==> config.mk <==
export PLATFORM = sky130hd
export DESIGN_NAME = adj_pixel_fetcher
export DESIGN_NICKNAME = d
export VERILOG_FILES = /design/src/rtl/adj_pixel_fetcher.sv
export SDC_FILE = /design/constraint.sdc
export NUM_CORES = 1
export LEC_CHECK = 0
export BUFFER_PORTS_ARGS = -buffer_cell sky130_fd_sc_hd__buf_2
export CAP_MARGIN = 20
export CORE_MARGIN = 2
export CORE_UTILIZATION = 30
export CTS_CLUSTER_SIZE = 8
export DETAILED_ROUTE_END_ITERATION = 8
export HOLD_SLACK_MARGIN = 0.02
export SETUP_SLACK_MARGIN = 0.4
export SYNTH_ARGS = -nofsm -noshare
export SYNTH_HDL_FRONTEND = slang
export SYNTH_SLANG_ARGS = --single-unit
==> constraint.sdc <==
create_clock -name clk -period 3.7 [get_ports clk]
set_clock_uncertainty 0.05 [all_clocks]
set_input_delay 0.74 -clock clk [delete_from_list [all_inputs] [get_ports clk]]
set_output_delay 0.74 -clock clk [all_outputs]
set_load 0.005 [all_outputs]
==> src/rtl/adj_pixel_fetcher.sv <==
// Radius-3 neighbour fetcher: turns (ref_addr, adj_num) requests into frame-buffer reads
// and publishes the eight gathered neighbours with a validity mask on request.
module adj_pixel_fetcher #(
  parameter int IMG_W = 160,
  parameter int IMG_H = 135,
  parameter int PIX_W = 8
) (
  input  logic               clk,
  input  logic               rst,
  input  logic               req_valid,
  input  logic [14:0]        ref_addr,
  input  logic [2:0]         adj_num,
  input  logic               mat_readen,
  output logic               mem_rden,
  output logic [14:0]        mem_addr,
  input  logic [PIX_W-1:0]   mem_data,
  output logic [8*PIX_W-1:0] pix_vec,
  output logic [7:0]         pix_mask,
  output logic               vec_valid,
  output logic               busy,
  output logic               err_oob_ref
);

  // state | meaning
  // IDLE  | collecting neighbours, waiting for mat_readen
  // DRAIN | waiting for this round's in-flight fetches to land
  // PUB   | vec_valid high; mask cleared on exit
  typedef enum logic [1:0] {IDLE, DRAIN, PUB} state_t;

  localparam logic [14:0]        NPIX = 15'(IMG_W * IMG_H);
  localparam logic [14:0]        W15  = 15'(IMG_W);
  localparam logic signed [15:0] W_S  = 16'(IMG_W);
  localparam logic signed [15:0] H_S  = 16'(IMG_H);

  state_t state_q, state_d;

  logic [14:0]        x_u, y_u, lin;
  logic signed [15:0] dx, dy, nx, ny;
  logic               ref_ok, inb;

  logic               s1_valid, s1_cur;
  logic [2:0]         s1_adj;
  logic               s2_valid, s2_inb;
  logic [2:0]         s2_adj;

  assign x_u    = ref_addr % W15;
  assign y_u    = ref_addr / W15;
  assign ref_ok = ref_addr < NPIX;

  always_comb begin
    dx = 16'sd0;
    dy = 16'sd0;
    case (adj_num)
      3'd0: begin dx =  16'sd0; dy = -16'sd3; end
      3'd1: begin dx =  16'sd2; dy = -16'sd2; end
      3'd2: begin dx =  16'sd3; dy =  16'sd0; end
      3'd3: begin dx =  16'sd2; dy =  16'sd2; end
      3'd4: begin dx =  16'sd0; dy =  16'sd3; end
      3'd5: begin dx = -16'sd2; dy =  16'sd2; end
      3'd6: begin dx = -16'sd3; dy =  16'sd0; end
      3'd7: begin dx = -16'sd2; dy = -16'sd2; end
      default: begin dx = 16'sd0; dy = 16'sd0; end
    endcase
  end

  assign nx  = $signed({1'b0, x_u}) + dx;
  assign ny  = $signed({1'b0, y_u}) + dy;
  assign inb = ref_ok && (nx >= 16'sd0) && (nx < W_S) && (ny >= 16'sd0) && (ny < H_S);
  assign lin = 15'(ny * W_S + nx);

  // s1_cur marks requests that belong to the round being published;
  // anything accepted during DRAIN/PUB goes to the next round.
  always_ff @(posedge clk or posedge rst) begin
    if (rst) begin
      s1_valid    <= 1'b0;
      s1_cur      <= 1'b0;
      s1_adj      <= 3'd0;
      mem_rden    <= 1'b0;
      mem_addr    <= 15'd0;
      err_oob_ref <= 1'b0;
      s2_valid    <= 1'b0;
      s2_inb      <= 1'b0;
      s2_adj      <= 3'd0;
    end else begin
      s1_valid <= req_valid;
      s1_cur   <= req_valid && (state_q == IDLE);
      s1_adj   <= adj_num;
      mem_rden <= req_valid && inb;
      mem_addr <= (req_valid && inb) ? lin : 15'd0;
      if (req_valid && !ref_ok)
        err_oob_ref <= 1'b1;
      s2_valid <= s1_valid;
      s2_inb   <= mem_rden;
      s2_adj   <= s1_adj;
    end
  end

  // A landing write must survive the mask clear on PUB exit, so it comes last.
  always_ff @(posedge clk or posedge rst) begin
    if (rst) begin
      pix_vec  <= '0;
      pix_mask <= 8'd0;
    end else begin
      if (state_q == PUB)
        pix_mask <= 8'd0;
      if (s2_valid) begin
        pix_vec[s2_adj*PIX_W +: PIX_W] <= s2_inb ? mem_data : '0;
        pix_mask[s2_adj]               <= s2_inb;
      end
    end
  end

  assign busy = s1_valid | s2_valid;

  always_ff @(posedge clk or posedge rst) begin
    if (rst) state_q <= IDLE;
    else     state_q <= state_d;
  end

  // DRAIN may leave while the last current fetch sits in S2: it lands on the same edge.
  always_comb begin
    state_d   = state_q;
    vec_valid = 1'b0;
    case (state_q)
      IDLE: begin
        if (mat_readen)
          state_d = (!busy && !req_valid) ? PUB : DRAIN;
      end
      DRAIN: begin
        if (!(s1_valid && s1_cur))
          state_d = PUB;
      end
      PUB: begin
        vec_valid = 1'b1;
        state_d   = IDLE;
      end
      default: state_d = IDLE;
    endcase
  end

endmodule

==> summary.txt <==
Outcome - complete, but fails checks
Violated checks - negative setup slack
Most frequent cells in the layout - buf_4, buf_2, dfrtp_1
Mapped cell area - 6600 µm²
Placer Congestion - 0.871
Initial core utilization - 0.304
Final setup fails - 16
Root buffer cell - clkbuf_16
Io pins - 121
Most common cell after layout, fill and taps aside - buf_4
Die area - 23200 µm²
Clk_lat worst skew - 0.34 ns
Reg clk slew, reported paths - 0.06 ns
Via-to-Cell Ratio - 4.82
Final Critical Period - 6.18 ns
Setup crit start - ref_addr[11]
Mapped Cells - 659
Share of cells above drive strength 1 - 0.456
Dpl cells - 1184
Critical Path AT - 6.40 ns
DRT Pass-1 Iters - 4
FF+latch count, synth - 101
TritonCTS clock tree - done
Relative slew slack - 0.487
GR Overflow Total - 0
Required time of the critical path - 3.93 ns
Hold crit path type - register to register
Peak supply drop - 0.452 mV
Residual DRC - 0
Die W - 152 µm
Hpwl dp - 14.1 mm
Detail Route Antenna Nets - 0
Buffers on Ports - 120
Initial antenna violation count - 0
Reg2reg setup slack - 0.95 ns
Total negative slack - -35.86 ns
Vias in the first global route - 5883
Distinct cells, synth - 79
Largest net degree at the start of global routing - 55
Post-layout util - 0.432
DP Area - 8660 µm²
Setup WS pre-CTS - -3.09 ns
End point of the critical path - mem_addr[14]
Hold Buf Count CTS - 0
Pwr Total - 6.15 mW
Floorplan Core Area - 21700 µm²
Nets - 1015
Sequential fraction of the synthesis area - 0.383
Height of the die - 152 µm
Critical R2R Capture - pix_vec[52]
Num CTS Buffers - 9
First-pass GRT wire length - 29.8 mm
DR WL/cell - 14.6 µm
CTS sink cnt - 101
Final Cycle Share - 1.67
Kind of critical path - primary input to register
Crit-path slowest cell - fa_2
RSZ-0062 raised after global routing - yes
Hold Slack - 0.302 ns
Met1 Resource Use GR - 0.194
WHS Path Cells - 0
Vias post-DR - 5879
Critical Path Max Stage Delay - 0.55 ns
Max Cap Viol - 0
CP endpoint kind - register
Max Freq - 162 MHz
Critical Path Source Type - primary input
Met2 GRT Util - 0.283
Total GRT Usage - 0.155
Setup slack after layout - -2.48 ns
Worst-Margin Slew - 0.767 ns
Primary FF master, synth - dfrtp_1
Clk buf depth - 2
YS warnings - 0
LEAKAGE - 4.81 nW
Post-route insts no fill - 1220
R2R depth - 8
Final Cell Area - 9360 µm²
Fillers - 2077
H-tree levels - 3
Routed WL - 17.9 mm
Worst reg2reg startpoint - s2_adj[0]
Grt peak-use layer - met2
FP Rows - 54
Global Route met3 Usage - 0.0253
Power Density - 657 nW/µm²
Area grow syn2layout - 41.9%
Antenna diodes - 0
Initial DRC Count - 281
Slew Limit Fails - 0
Avg Inst Size Synth - 10.0 µm²
Crit Path Max Fanout - 8
Final Hold Fails - 0
Synth async-reset ratio - 1.00
EDFF count, synth - 0
==> per-layer routing <==
metal / up-vias / part of all wire
met5: - / 0
met4: 0 / 0.010
met3: 13 / 0.048
met2: 134 / 0.50
met1: 2794 / 0.44
li1: 2938 / -
==> sequential cells by signal (all words and copies together), names as in the netlist <==
signal / cells
mem_addr: 15
s2_valid: 1
s1_adj: 3
s2_adj: 3
s1_cur: 1
pix_mask: 8
err_oob_ref: 1
s1_valid: 1
s2_inb: 1
state_q: 2
pix_vec: 64
mem_rden: 1
==> logic make-up after synthesis <==
group | after synthesis | synth area share
multiplexers | 66 | 0.112
flip-flops | 101 | 0.383
buffers and inverters | 65 | 0.0442
XOR/XNOR | 41 | 0.0544
adder cells (fa/ha/maj) | 51 | 0.101
other | 1 | 0.000568
AND/OR/NAND/NOR | 179 | 0.144
AO/OA/AOI/OAI | 155 | 0.161
==> cells in the mapped netlist (11+ instances only) <==
cell type | number | area (µm²)
and4_1 | 15 | 131
ha_1 | 46 | 576
mux2_2 | 58 | 653
nand2_1 | 41 | 154
xnor2_1 | 29 | 254
o21bai_1 | 11 | 82.6
dfrtp_1 | 101 | 2530
o21ai_0 | 34 | 170
clkbuf_1 | 14 | 52.6
xor2_1 | 12 | 105
a21o_1 | 11 | 82.6
inv_1 | 37 | 139
nand3_1 | 19 | 95.1
nor2_1 | 47 | 176
a21oi_1 | 39 | 195
==> repair_timing <==
action / 4_1_cts / 5_1_grt
setup endpoints to repair: 16 / 16
buffers inserted: 15 / 4
cloned: 1 / 0
pin swaps: 55 / 23
resized for setup: 41 / 15
==> critical path: cells and delay by family <==
family	cells	cell delay, ns
xor gates and xnor gates	3	0.42
buffers and inverters	9	0.87
adders and majority gates	4	1.19
and+or+nand+nor	6	0.78
AOI/OAI and AO/OA	13	2.40
==> report_power, final <==
| group | leakage [nW] | internal [mW] | total (mW) | switching, mW |
|---|---|---|---|---|
| logic | 3.32 | 2.25 | 4.05 | 1.80 |
| clock network | 0.143 | 0.529 | 0.941 | 0.411 |
| registers | 1.35 | 1.13 | 1.15 | 0.0239 |
| total | 4.81 | 3.91 | 6.15 | 2.24 |
==> worst min path at each step <==
| stage | from | slack (ns) | endpoint |
|---|---|---|---|
| floorplan | s1_adj[0] | 0.28 | s2_adj[0] |
| finish | s1_adj[2] | 0.30 | s2_adj[2] |
| CTS | s1_adj[2] | 0.30 | s2_adj[2] |
| global placement | s1_adj[1] | 0.28 | s2_adj[1] |
| global route | s1_adj[1] | 0.32 | s2_adj[1] |
| detailed placement | s1_adj[2] | 0.28 | s2_adj[2] |
==> cell type report <==
type | count | area (µm²) | share of cell area
Clock buffer | 10 | 229 | 0.0245
Sequential cell | 101 | 2530 | 0.270
Tap cell | 280 | 350 | 0.0374
Multi-Input combinational cell | 499 | 4140 | 0.443
Clock inverter | 6 | 68.8 | 0.00735
Inverter | 42 | 164 | 0.0175
Timing Repair Buffer | 282 | 1880 | 0.201
Note: power is estimated with default switching activity, not from simulation.
